--- config.mk ---
export PLATFORM = sky130hd
export DESIGN_NAME = pipe_stall_ctrl
export DESIGN_NICKNAME = d
export VERILOG_FILES = /design/src/rtl/pipe_stall_ctrl.sv
export SDC_FILE = /design/constraint.sdc
export NUM_CORES = 1
export LEC_CHECK = 0
export CORE_UTILIZATION = 39
export CTS_CLUSTER_DIAMETER = 200
export CTS_CLUSTER_SIZE = 28
export DETAILED_ROUTE_END_ITERATION = 6
export PLACE_DENSITY = 0.79
export SLEW_MARGIN = 40
export SYNTH_ARGS = -nofsm -noshare
export SYNTH_HDL_FRONTEND = slang
export SYNTH_SLANG_ARGS = --single-unit
--- constraint.sdc ---
create_clock -name clk -period 2.4 [get_ports clk]
set_clock_uncertainty 0.05 [all_clocks]
set_input_delay 0.48 -clock clk [delete_from_list [all_inputs] [get_ports clk]]
set_output_delay 0.48 -clock clk [all_outputs]
set_load 0.005 [all_outputs]
--- src/rtl/pipe_stall_ctrl.sv ---
// rtl/pipe_stall_ctrl.sv - hazard stall/flush and HI/LO multiply-divide sequencer (optional PIPE_STALL_CNT_EN stall counter)
module pipe_stall_ctrl #(
    parameter int MULT_LAT = 5,
    parameter int DIV_LAT  = 10,
    parameter int CNT_W    = 4
) (
    input  logic       clk,
    input  logic       reset,
    input  logic [4:0] rs_D,
    input  logic [4:0] rt_D,
    input  logic [1:0] tuse_rs_D,
    input  logic [1:0] tuse_rt_D,
    input  logic       md_D,
    input  logic [4:0] dst_E,
    input  logic [1:0] tnew_E,
    input  logic [4:0] dst_M,
    input  logic [1:0] tnew_M,
    input  logic       md_start_E,
    input  logic       md_op_E,
    output logic       stall,
    output logic       flush_E,
    output logic       md_busy,
    output logic       md_done
`ifdef PIPE_STALL_CNT_EN
    ,
    output logic [31:0] stall_cnt
`endif
);

    typedef enum logic {IDLE = 1'b0, BUSY = 1'b1} state_t;

    localparam logic [CNT_W-1:0] MULT_CNT = CNT_W'(MULT_LAT);
    localparam logic [CNT_W-1:0] DIV_CNT  = CNT_W'(DIV_LAT);

    state_t           state;
    logic [CNT_W-1:0] cnt;
    logic             haz_rs;
    logic             haz_rt;
    logic             haz_md;

    // A source conflicts only if the producer's result arrives later than the consumer needs it.
    assign haz_rs = (rs_D != 5'd0) &&
                    (((rs_D == dst_E) && (tnew_E > tuse_rs_D)) ||
                     ((rs_D == dst_M) && (tnew_M > tuse_rs_D)));
    assign haz_rt = (rt_D != 5'd0) &&
                    (((rt_D == dst_E) && (tnew_E > tuse_rt_D)) ||
                     ((rt_D == dst_M) && (tnew_M > tuse_rt_D)));
    assign haz_md = md_D && (md_busy || md_start_E);

    assign stall   = haz_rs || haz_rt || haz_md;
    assign flush_E = stall;

    assign md_busy = (state == BUSY);
    assign md_done = (state == BUSY) && (cnt == CNT_W'(1));

    always_ff @(posedge clk) begin
        if (!reset) begin
            state <= IDLE;
            cnt   <= '0;
        end else begin
            case (state)
                IDLE: begin
                    if (md_start_E) begin
                        cnt   <= md_op_E ? DIV_CNT : MULT_CNT;
                        state <= BUSY;
                    end
                end
                BUSY: begin
                    // Starts arriving while busy are dropped; decode stalls keep them from happening.
                    if (cnt == CNT_W'(1)) begin
                        cnt   <= '0;
                        state <= IDLE;
                    end else begin
                        cnt <= cnt - CNT_W'(1);
                    end
                end
                default: begin
                    state <= IDLE;
                    cnt   <= '0;
                end
            endcase
        end
    end

`ifdef PIPE_STALL_CNT_EN
    always_ff @(posedge clk) begin
        if (!reset) begin
            stall_cnt <= '0;
        end else if (stall) begin
            stall_cnt <= stall_cnt + 32'd1;
        end
    end
`endif

endmodule

# [Yosys cells after proc, flatten, opt, wreduce, memory -nomap -nowiden]
# Cells that the tools add are included.
[totals] register_bits=5 in_bits=33 out_inout_bits=4 elab_cells=36
[op_classes] add_sub_neg=1 order_cmp=4 eq_ne=6 mux=7 bitwise=1 n_reduce_logical=15
[ops] operator="5-bit == test" count=4
[ops] operator="4-bit 2-to-1 mux" count=3
[ops] operator="5-bit nonzero test" count=2
[ops] operator="2-bit > comparator" count=4
[ops] operator="1-bit logical AND" count=8
[ops] operator="4-bit one-hot mux with 2 select lines" count=1
[ops] operator="1-bit logical OR" count=5
[ops] operator="4-bit by 1-bit == test with 1-bit output, second input constant" count=1
[ops] operator="4-bit by 1-bit subtractor with 4-bit output, second input constant" count=1
[ops] operator="1-bit 2-to-1 mux" count=2
[ops] operator="2-bit != test, second input constant" count=1
[ops] operator="1-bit one-hot mux with 2 select lines" count=1
[ops] operator="1-bit NOT" count=1

# [Depth between registers and ports, before layout]
[logic_depth] word_depth=6 depth_mapped=8 depth_no_buf=7

# [Worst setup path after synthesis]
# No wires, ideal clock.
[synth_timing] kind="input to output" from="in tuse_rs_D[1]" to="out stall" arrival_ps=1580 required_time_ps=1870 path_slack_ps=290 path_stages=8 n_path_buf=1 path_cell_list="inv_1 -> ha_1 -> nor2b_1 -> o21ai_0 -> a2111oi_2 -> o22ai_1 -> nand3_1 -> buf_4"
[synth_between] elab_chain_len=6 elab_cells_between_ends=8 cone_classes="order compare: 2; reduce/logical: 6"
[synth_lines] element="from (decl)" line_no="11" text="input logic [1:0] tuse_rs_D,"
[synth_lines] element="2-bit > comparator, on equally long branches" line_no="43, 44"
[synth_lines] element="1-bit logical AND, on equally long branches" line_no="43, 44"
[synth_lines] element="1-bit logical OR (*)" line_no="43" text="(((rs_D == dst_E) && (tnew_E > tuse_rs_D)) ||"
[synth_lines] element="1-bit logical AND (*)" line_no="42" text="assign haz_rs = (rs_D != 5'd0) &&"
[synth_lines] element="1-bit logical OR (*) (2 in series)" line_no="50" text="assign stall = haz_rs || haz_rt || haz_md;"
[synth_lines] element="to (decl)" line_no="20" text="output logic stall,"
# Mark *: on every way between the ends. The rest lies on a longest branch, timed or not.

# [Worst setup path in the final report]
[layout_timing] from="in rt_D[1]" to="out flush_E"
[layout_between] elab_chain_len=6 elab_cells_between_ends=9 cone_classes="eq/ne: 2; reduce/logical: 7"
[layout_lines] element="from (decl)" line_no="10" text="input logic [4:0] rt_D,"
[layout_lines] element="5-bit == test, on equally long branches" line_no="46, 47"
[layout_lines] element="1-bit logical AND, on equally long branches" line_no="46, 47"
[layout_lines] element="1-bit logical OR" line_no="46" text="(((rt_D == dst_E) && (tnew_E > tuse_rt_D)) ||"
[layout_lines] element="1-bit logical AND (*)" line_no="45" text="assign haz_rt = (rt_D != 5'd0) &&"
[layout_lines] element="1-bit logical OR (*) (2 in series)" line_no="50"
[layout_lines] element="to (decl)" line_no="21" text="output logic flush_E,"
# Marks and branches as above.

==> impl_metrics.toml <==
[outcome]
outcome = "finished, final reports clean"

[timing]
fin_crit_sh_pct = 98.7
max_freq_mhz = 422
rsz0062_at_grt = "no"
tightest_slew_ps = 394
slew_viol_final = 0
setup_tns_ps = 0
period_needed_ps = 2370
maxSlewHeadroom_pct = 73.7
final-hold-violation-count = 0
setup_violations = 0

[global_routing]
gr-usage-met2_pct = 49.1
use_met3_pct = 5.20
grt_antenna_before_repair = 0
grt_max_degree = 14
grt_pass1_vias = 858
gr-usage-all-layers_pct = 25.2
grt_pass1_wl_um = 3660
grt.overflow.total = 0
top_usage_layer = "met2"
met1_usage_pct = 28.7

[setup_path]
crit_required_ps = 1870
worstSetupPathType = "in -> out"
worstSetupPathDepth = 6
cpMostUsedCell = "buf_6"
cp_max_fo = 3
start_kind = "primary input"
worst_path_dominant_cell_family = "simple AND/OR/NAND/NOR gates"
cp_slowest_cell = "or4_4"
r2r_cells = 4
slowest_delay_ps = 550
worstPathArrival_ps = 1840
timing.critical_path.buf_inv = 3
critPathCaptureType = "output port"
path_cells = "dlygate4sd2_1 > or4_4 > o22ai_2 > nand3_2 > buf_6 > buf_6"

[clock_tree]
clock-root-buffer = "clkbuf_4"
worstSkewPairLatency_ps = 240
htree_levels = 1
cts_buffer_depth = 2
clock-sinks = 5
ctsHoldBuffers = 0
cts_buffers = 3
path_clk_slew_ps = 40
cts_tree = "yes"

[logic_synthesis]
synth.largest_area_cell = "ha_1"
syn_inst = 93
ys_warn_count = 0
synth_ff_type = "dfxtp_1"
yosysUniqueCellTypes = 26
synth_most_common_cell = "xnor2_1"
netlist.area_leader.share_pct = 17.4
synth_area_sq_um = 718
seq_area_frac_synth_pct = 13.9
synthArstFlopShare_pct = 0
synthTopCellsByArea = "ha_1 17%, xnor2_1 16%, dfxtp_1 14%, xor2_1 8.5%, inv_1 5.7%"
ys_top_cells_by_count = "13 x xnor2_1, 11 x inv_1, 10 x ha_1"
synth-seq-cells = 5
synth-edff-count = 0
syn_avg_cell_area_sq_um = 7.72
syn-num-nets = 136

[min_path]
whs_path_depth = 1
hp-class = "reg -> reg"

[job]
max-cap-violations = 0

[place]
hpwl_um = 1820
io_buffers = 36
gp_congestion = 0.843
dp.cells = 162

[floorplan]
die_w_um = 44.9
dieArea_sq_um = 2020
core_sq_um = 1730
boundaryPins = 37
start_util_pct = 41.6
rows = 15
die-height_um = 44.9

[layout]
layout.nets = 189
antenna_cells = 0
final_cell_count_no_fill = 170
area_growth_pct = 89.2
fill_cells = 127
drive_above_1_share_pct = 38.6

[power_and_ir_drop]
fin_total_pwr_mw = 0.442
p_per_area_nw_per_um2 = 326
leakage_nw = 0.588
vdd_drop_max_v = 0.000286

[routing]
vias_per_cell = 5.24
vias = 890
drc = 0
drt-pass1-iter-count = 4
wl_um = 2530
drtIter0Drc = 13
ant_nets = 0
wl_per_cell_um = 14.9
## cell type report
cell class	instances	area (sq um)	area share (%)
Timing Repair Buffer	50	415	30.6
Tap cell	25	31.3	2.30
Multi-Input combinational cell	75	744	54.8
Sequential cell	5	100	7.37
Clock buffer	4	26.3	1.93
Inverter	11	41.3	3.04
## repair_timing
item                       in CTS  in global routing
cloned                          0                  0
pin swaps                      13                 17
setup endpoints to repair       3                  2
setup buffers                   3                  1
gates resized for setup        57                 34
## worst paths after layout
path	start	to	slack, ps
min	cnt[0]$_SDFFE_PN0N_	cnt[0]$_SDFFE_PN0N_	480
min reg2reg	cnt[0]$_SDFFE_PN0N_	cnt[0]$_SDFFE_PN0N_	480
max	rt_D[1]	flush_E	30
max reg2reg	cnt[0]$_SDFFE_PN0N_	cnt[2]$_SDFFE_PN0N_	1110
## sequential cells by signal (all words and copies together), names as in the netlist
signal,flops
cnt,4
md_busy,1
## layer usage
layer  part of all wire, %  up-vias
li1                      -      433
met1                    40      427
met2                    56       30
met3                   3.4        0
met4                     0        0
met5                     0        -
## metrics by stage
step / area, sq um / util [%] / hold slack, ps / setup WS [ps]
5_1_grt: 1360 / 78.7 / 521 / 2.68
2_1_floorplan: 718 / - / 407 / 290
3_5_place_dp: 1170 / 67.9 / 479 / -699
6_report: 1360 / 78.7 / 479 / 31.0
3_3_place_gp: 1170 / 67.9 / 451 / -649
4_1_cts: 1250 / 72.7 / 491 / 6.09
## report_power, final
| group | internal [mW] | total (mW) | leakage (nW) | switching, mW |
|---|---|---|---|---|
| sequential | 0.0924 | 0.106 | 0.0416 | 0.0135 |
| clock | 0.0628 | 0.0969 | 0.0150 | 0.0341 |
| combinational | 0.131 | 0.240 | 0.531 | 0.109 |
| total | 0.286 | 0.442 | 0.588 | 0.156 |
## cell families (layout without fill, tap and decap cells)
logic type,Yosys count,after routing,synth area share (%)
AO/OA/AOI/OAI,21,21,18.5
XOR/XNOR,20,20,24.4
adder cells (fa/ha/maj),10,10,17.4
buffers and inverters,13,65,7.49
flip-flops,5,5,13.9
AND/OR/NAND/NOR,24,24,18.3
## placed cells by master (no fill, tap or decap), types with 6 or more instances in the layout
| cell type | n |
|---|---|
| clkbuf_2 | 7 |
| ha_4 | 7 |
| dlygate4sd2_1 | 16 |
| o21ai_0 | 6 |
| xnor2_1 | 12 |
| buf_4 | 12 |
| inv_1 | 7 |
| clkdlybuf4s50_1 | 6 |
| xor2_1 | 7 |
| a21oi_1 | 6 |
(Power assumes the default switching activity.)
